[config.mk]
export PLATFORM = sky130hd
export DESIGN_NAME = fu_issue_sched
export DESIGN_NICKNAME = d
export VERILOG_FILES = /design/src/rtl/fu_issue_sched_pkg.sv /design/src/rtl/fu_issue_sched_prio_pick.sv /design/src/rtl/fu_issue_sched.sv
export SDC_FILE = /design/constraint.sdc
export NUM_CORES = 1
export LEC_CHECK = 0
export CORE_AREA = 2 2 87 97
export CTS_CLUSTER_DIAMETER = 40
export CTS_CLUSTER_SIZE = 24
export DETAILED_ROUTE_END_ITERATION = 8
export DIE_AREA = 0 0 89 99
export PLACE_DENSITY = 0.8
export SYNTH_ARGS = -nofsm -noshare
export SYNTH_HDL_FRONTEND = slang
export SYNTH_SLANG_ARGS = --single-unit
export TNS_END_PERCENT = 50
[constraint.sdc]
create_clock -name clock -period 6.5 [get_ports clock]
set_input_delay 1.3 -clock clock [delete_from_list [all_inputs] [get_ports clock]]
set_output_delay 1.3 -clock clock [all_outputs]
set_load 0.02 [all_outputs]
[src/rtl/fu_issue_sched_pkg.sv]
// Shared types and defaults for the functional-unit issue scheduler.
// FU class encoding is shared with the reservation station.
package fu_issue_sched_pkg;

    typedef enum logic [1:0] {
        ALU  = 2'd0,
        MULT = 2'd1,
        LS   = 2'd2,
        BR   = 2'd3
    } func_unit_e;

    localparam int MULT_LAT_DEFAULT = 4;

endpackage

[src/rtl/fu_issue_sched_prio_pick.sv]
// Lowest-index one-hot picker with exclusion mask, any-valid flag and
// a one-hot-to-index encoder for the picked slot.
module prio_pick #(
    parameter int N     = 16,
    parameter int IDX_W = $clog2(N)
) (
    input  logic [N-1:0]     req,
    input  logic [N-1:0]     mask,
    output logic [N-1:0]     onehot,
    output logic [IDX_W-1:0] idx,
    output logic             any
);

    logic [N-1:0] eligible;
    logic         found;

    assign eligible = req & ~mask;
    assign any      = |eligible;

    always_comb begin
        // NOTE: every output gets a default before the loop so no latch is inferred.
        onehot = '0;
        idx    = '0;
        found  = 1'b0;
        for (int i = 0; i < N; i++) begin
            if (eligible[i] && !found) begin
                onehot[i] = 1'b1;
                idx       = IDX_W'(i);
                found     = 1'b1;
            end
        end
    end

endmodule

[src/rtl/fu_issue_sched.sv]
// Per-cycle oldest-first issue scheduler: 2x ALU/BR, 1x MULT, 1x LS.
// Optional stall counters are built when FU_SCHED_PERF_EN is defined.
module fu_issue_sched
    import fu_issue_sched_pkg::*;
#(
    parameter int RS_SIZE  = 16,
    parameter int MULT_LAT = MULT_LAT_DEFAULT,
    parameter int IDX_W    = $clog2(RS_SIZE)
) (
    input  logic                 clock,
    input  logic                 reset,
    input  logic                 squash,
    input  logic [RS_SIZE-1:0]   req,
    input  logic [2*RS_SIZE-1:0] func_in,
    output logic [RS_SIZE-1:0]   gnt,
    output logic                 alu0_valid,
    output logic [IDX_W-1:0]     alu0_idx,
    output logic                 alu1_valid,
    output logic [IDX_W-1:0]     alu1_idx,
    output logic                 mult_valid,
    output logic [IDX_W-1:0]     mult_idx,
    output logic                 ls_valid,
    output logic [IDX_W-1:0]     ls_idx,
    input  logic                 ls_ready,
    output logic                 mult_busy
`ifdef FU_SCHED_PERF_EN
    ,
    output logic [31:0]          mult_stall_cnt,
    output logic [31:0]          ls_stall_cnt
`endif
);

    localparam int CNT_W = (MULT_LAT > 1) ? $clog2(MULT_LAT) : 1;

    logic [RS_SIZE-1:0] alu_req, mult_req, ls_req;
    logic [RS_SIZE-1:0] alu0_oh, alu1_oh, mult_oh, ls_oh;
    logic [IDX_W-1:0]   alu0_pick_idx, alu1_pick_idx, mult_pick_idx, ls_pick_idx;
    logic               alu0_any, alu1_any, mult_any, ls_any;
    logic [CNT_W-1:0]   mult_cnt;
    logic               ls_slot_free;
    logic               alu0_grant, alu1_grant, mult_grant, ls_grant;

    always_comb begin
        alu_req  = '0;
        mult_req = '0;
        ls_req   = '0;
        for (int i = 0; i < RS_SIZE; i++) begin
            unique case (func_unit_e'(func_in[2*i +: 2]))
                ALU, BR: alu_req[i]  = req[i];
                MULT:    mult_req[i] = req[i];
                LS:      ls_req[i]   = req[i];
                default: ;
            endcase
        end
    end

    prio_pick #(.N(RS_SIZE), .IDX_W(IDX_W)) u_alu0 (
        .req(alu_req), .mask('0), .onehot(alu0_oh), .idx(alu0_pick_idx), .any(alu0_any)
    );

    // Second ALU pick excludes the first, so the two lanes never collide.
    prio_pick #(.N(RS_SIZE), .IDX_W(IDX_W)) u_alu1 (
        .req(alu_req), .mask(alu0_oh), .onehot(alu1_oh), .idx(alu1_pick_idx), .any(alu1_any)
    );

    prio_pick #(.N(RS_SIZE), .IDX_W(IDX_W)) u_mult (
        .req(mult_req), .mask('0), .onehot(mult_oh), .idx(mult_pick_idx), .any(mult_any)
    );

    prio_pick #(.N(RS_SIZE), .IDX_W(IDX_W)) u_ls (
        .req(ls_req), .mask('0), .onehot(ls_oh), .idx(ls_pick_idx), .any(ls_any)
    );

    // LS output register can be reloaded in the same cycle it is accepted.
    assign ls_slot_free = !ls_valid || ls_ready;

    assign alu0_grant = alu0_any && !squash;
    assign alu1_grant = alu1_any && !squash;
    assign mult_grant = mult_any && (mult_cnt == '0) && !squash;
    assign ls_grant   = ls_any && ls_slot_free && !squash;

    assign gnt = (alu0_oh & {RS_SIZE{alu0_grant}})
               | (alu1_oh & {RS_SIZE{alu1_grant}})
               | (mult_oh & {RS_SIZE{mult_grant}})
               | (ls_oh   & {RS_SIZE{ls_grant}});

    assign mult_busy = (mult_cnt != '0);

    always_ff @(posedge clock or negedge reset) begin
        // NOTE: sequential state uses non-blocking assignments so every register samples pre-edge values.
        if (!reset) begin
            alu0_valid <= 1'b0;
            alu0_idx   <= '0;
            alu1_valid <= 1'b0;
            alu1_idx   <= '0;
            mult_valid <= 1'b0;
            mult_idx   <= '0;
            ls_valid   <= 1'b0;
            ls_idx     <= '0;
            mult_cnt   <= '0;
        end else if (squash) begin
            alu0_valid <= 1'b0;
            alu1_valid <= 1'b0;
            mult_valid <= 1'b0;
            ls_valid   <= 1'b0;
            mult_cnt   <= '0;
        end else begin
            alu0_valid <= alu0_grant;
            if (alu0_grant) alu0_idx <= alu0_pick_idx;
            alu1_valid <= alu1_grant;
            if (alu1_grant) alu1_idx <= alu1_pick_idx;

            mult_valid <= mult_grant;
            if (mult_grant) begin
                mult_idx <= mult_pick_idx;
                mult_cnt <= CNT_W'(MULT_LAT - 1);
            end else if (mult_cnt != '0) begin
                mult_cnt <= mult_cnt - 1'b1;
            end

            if (ls_slot_free) begin
                ls_valid <= ls_grant;
                if (ls_grant) ls_idx <= ls_pick_idx;
            end
        end
    end

`ifdef FU_SCHED_PERF_EN
    // Stall counters survive squash so flushes do not hide structural stalls.
    always_ff @(posedge clock or negedge reset) begin
        if (!reset) begin
            mult_stall_cnt <= '0;
            ls_stall_cnt   <= '0;
        end else begin
            if (mult_any && mult_busy) mult_stall_cnt <= mult_stall_cnt + 32'd1;
            if (ls_any && !ls_slot_free) ls_stall_cnt <= ls_stall_cnt + 32'd1;
        end
    end
`endif

endmodule

==> results of run 1 <==
## kinds of logic (layout without fill, tap and decap cells)
logic type | Yosys count | in the layout | synth area share (%)
mux | 2 | 2 | 0.660
simple gates | 167 | 167 | 27.5
fa+ha+maj | 34 | 34 | 13.9
xor+xnor | 3 | 3 | 0.866
buf+inv | 56 | 151 | 7.71
flops | 22 | 22 | 18.1
compound gates | 127 | 127 | 31.2
## area by class of cell
type / instances / area, um2 / share of cell area (%)
Inverter: 42 / 158 / 3.77
Clock buffer: 3 / 41.3 / 0.988
Multi-Input combinational cell: 333 / 2260 / 54.0
Tap cell: 108 / 135 / 3.23
Sequential cell: 22 / 551 / 13.2
Timing Repair Buffer: 105 / 1010 / 24.1
Clock inverter: 1 / 30.0 / 0.718
## timing repair
action,in CTS,in global routing
endpoints found under the hold margin,0,0
setup endpoints to repair,0,3
resized for setup,0,1
## critical path, delay by kind of cell
kind                       cells  cell delay [ns]
AOI/OAI and AO/OA              3             1.02
and+or+nand+nor                3             0.69
adders and majority gates      1             0.35
buffers and inverters          5             1.63
## path summary, 6_finish.rpt
path	startpoint	to	cells past startpoint
max	func_in[0]	gnt[13]	12
min	alu0_idx[3]	alu0_idx[3]	1
max reg2reg	mult_cnt[0]	mult_idx[1]	9
min reg2reg	alu0_idx[3]	alu0_idx[3]	1
max in group asynchronous	reset	mult_valid	1
min in group asynchronous	reset	mult_idx[2]	1
## layer usage
metal	routed length [um]	GRT usage, %	share of wire, %	vias up
met5	0	0	0	-
met4	255	6.08	2.2	0
met3	748	1.26	6.5	22
met2	5770	45.6	50	205
met1	4660	33.2	41	1743
li1	-	-	-	1727
## state kept, by name, summed over array words and instances (netlist names)
name	cells
ls_idx	4
mult_cnt	2
mult_valid	1
alu1_idx	4
alu1_valid	1
mult_idx	4
alu0_idx	4
alu0_valid	1
ls_valid	1
## placed cells by master (no fill, tap or decap), types with 4 or more instances in the layout
cell type	Yosys	routed
sky130_fd_sc_hd__buf_4	1	17
sky130_fd_sc_hd__o211ai_1	7	7
sky130_fd_sc_hd__a41oi_1	4	4
sky130_fd_sc_hd__nand2_1	66	66
sky130_fd_sc_hd__nand3_1	16	16
sky130_fd_sc_hd__nor2_1	35	35
sky130_fd_sc_hd__a211oi_1	5	5
sky130_fd_sc_hd__a222oi_1	8	8
sky130_fd_sc_hd__a21o_1	6	6
sky130_fd_sc_hd__a31oi_1	12	11
sky130_fd_sc_hd__ha_1	33	33
sky130_fd_sc_hd__and2_1	10	10
sky130_fd_sc_hd__a21oi_1	19	19
sky130_fd_sc_hd__dfrtp_1	22	22
sky130_fd_sc_hd__o22a_1	4	4
sky130_fd_sc_hd__nand4_1	12	12
sky130_fd_sc_hd__a22o_1	5	5
sky130_fd_sc_hd__o21ai_0	13	13
sky130_fd_sc_hd__inv_1	41	41
sky130_fd_sc_hd__a22oi_1	9	9
sky130_fd_sc_hd__clkdlybuf4s50_1	0	88
sky130_fd_sc_hd__o22ai_1	4	4
sky130_fd_sc_hd__nor3_1	8	8
## where the power goes
| part | leakage (nW) | internal (mW) | switching, mW |
|---|---|---|---|
| combinational | 1.50 | 0.185 | 0.238 |
| sequential | 0.258 | 0.166 | 0.0170 |
| clock | 0.0357 | 0.0823 | 0.0481 |
## metrics by stage
step | total power, mW | cells | utilization, %
finish | 0.736 | 614 | 53.4
global route | 0.774 | 614 | 53.4
CTS | 0.730 | 614 | 53.3
detailed placement | 0.601 | 610 | 52.4
global placement | 0.597 | 610 | 52.4
floorplan | 0.415 | 411 | -
==> flow_summary_export.csv, run 1 <==
group,metric,value,unit
setup_path,cp_slowest_stage_delay,0.66,ns
run,max_cap_violations,0,
placed_design,io_buffer_count,88,
placed_design,placement.setup.worst_slack,0.228,ns
drt,post_drt_wl_per_cell,18.6,um
clock_tree,tritoncts,"built",
setup_path,start_kind,"primary input",
timing,finalCritPeriodShare,96.9,%
drt,routed_via_density,6.02,
synth,synth-seq-area-share,18.1,%
placed_design,gpl.final_weighted_congestion,1.00,
timing,achievable-frequency,0.159,GHz
setup_path,required_time_at_the_endpoint_of_the_critical_path,5.20,ns
cells_and_area,nets,592,
power,power.density_cell_area,176,nW/um2
synth,synth_most_common_cell,"sky130_fd_sc_hd__nand2_1",
synth,yosys_warnings,0,
timing,report.final.slew_viol_count,0,
power,static-leakage-power,1.79,nW
drt,firstDrtPassIters,5,
timing,finalSetupViolations,0,
synth,postSynth.asyncResetShare,100,%
timing,relSlewSlack,32.0,%
clock_tree,clk_pin_slew_worst_paths,0.08,ns
floorplanning,die_height,99,um
timing,fin_crit,6.30,ns
floorplanning,start_util,38.8,%
global_route,grt_max_degree,23,
global_route,antenna_violations_before_repair,0,
timing,hold_slack,0.516,ns
placed_design,hpwl,9430,um
floorplanning,row_count,34,
floorplanning,die_w,89,um
synth,synthesis.instances,411,
clock_tree,htree_num_levels,1,
worst_hold_path,hold_class,"flop to flop",
clock_tree,clock_tree.root_cell,"sky130_fd_sc_hd__clkbuf_8",
setup_path,crit_path_cell_trace,"clkdlybuf4s50_1 > inv_1 > ha_1 > a222oi_1 > buf_4 > nand2_1 > a22o_1 > nor4_4 > buf_4 > nand4_1 > o21ai_0 > clkdlybuf4s50_1",
synth,synth-seq-cells,22,
clock_tree,clock_tree.buffer_depth,2,
clock_tree,ctsHoldBuffers,0,
cells_and_area,ant_cells,0,
drt,ant_nets,0,
cells_and_area,design_area,4180,um2
cells_and_area,fill_cells,795,
synth,synthTopCellsByCount,"sky130_fd_sc_hd__nand2_1 (66), sky130_fd_sc_hd__inv_1 (41), sky130_fd_sc_hd__nor2_1 (35)",
clock_tree,clock_insertion_delay_worst_skew,0.27,ns
setup_path,setup.worst_path.end_class,"primary output",
placed_design,postPlaceCellArea,4100,um2
timing,setup-tns-final,0,ns
timing,finalClockSkew,0.00248,ns
synth,postSynthAreaPerCell,7.39,um2
synth,ys.flop_type,"sky130_fd_sc_hd__dfrtp_1",
synth,synth-edff-count,0,
drt,detailroute.via_count,3697,
setup_path,slowest_stage,"sky130_fd_sc_hd__clkdlybuf4s50_1",
synth,yosys.area.top_type,"sky130_fd_sc_hd__dfrtp_1",
setup_path,critical_path_arrival,5.00,ns
synth,post_synth_main_area_contributors,"sky130_fd_sc_hd__dfrtp_1 (18%), sky130_fd_sc_hd__ha_1 (14%), sky130_fd_sc_hd__nand2_1 (8.2%)",
synth,postSynthNetCount,496,
drt,routed_wirelength,11400,um
synth,mappedNetlistArea,3040,um2
setup_path,path_class,"primary input to primary output",
timing,hold_viol,0,
global_route,first_global_vias,3533,
global_route,leftover_overflow_at_the_end_of_global_routing,0,
clock_tree,post_cts.repair.setup_buffers,0,
drt,drt_first_iter_violations,328,
synth,synth_top_area_share,18.1,%
setup_path,ff_to_ff_setup_slack,4.68,ns
global_route,first_pass_grt_wire_length,17700,um
timing,finalWorstSetupSlack,0.200,ns
global_route,gr-usage-all-layers,25.5,%
clock_tree,cts_made_buffers,3,
floorplanning,die-area,8810,um2
cells_and_area,drive_above_1_share,5.93,%
power,worst_ir_drop_vdd,0.0000787,V
cells_and_area,area_delta_synth_final,37.7,%
setup_path,crit_path_max_fanout,12,
synth,synth_cell_types,60,
floorplanning,fp.coreArea,7830,um2
run_status,result_of_the_run,"finished clean",
drt,drc_violation_count_after_routing,0,
clock_tree,clock_sink_count,22,
timing,worst-slew-pin-transition,1.02,ns
timing,grt_setup_unrepaired,"no",
floorplanning,ioPinCount,89,
No activity file was read; power rests on OpenSTA's default activity.
==> run 2, diff against run 1 <==
--- a/config.mk
+++ b/config.mk
@@ -10,6 +10,7 @@
 export CTS_CLUSTER_SIZE = 24
 export DETAILED_ROUTE_END_ITERATION = 8
 export DIE_AREA = 0 0 89 99
+export HOLD_SLACK_MARGIN = 0.06
 export PLACE_DENSITY = 0.8
 export SYNTH_ARGS = -nofsm -noshare
 export SYNTH_HDL_FRONTEND = slang
==> results of run 2 <==
Same layout as run 1: the final DEF is identical, and so are final timing and power.
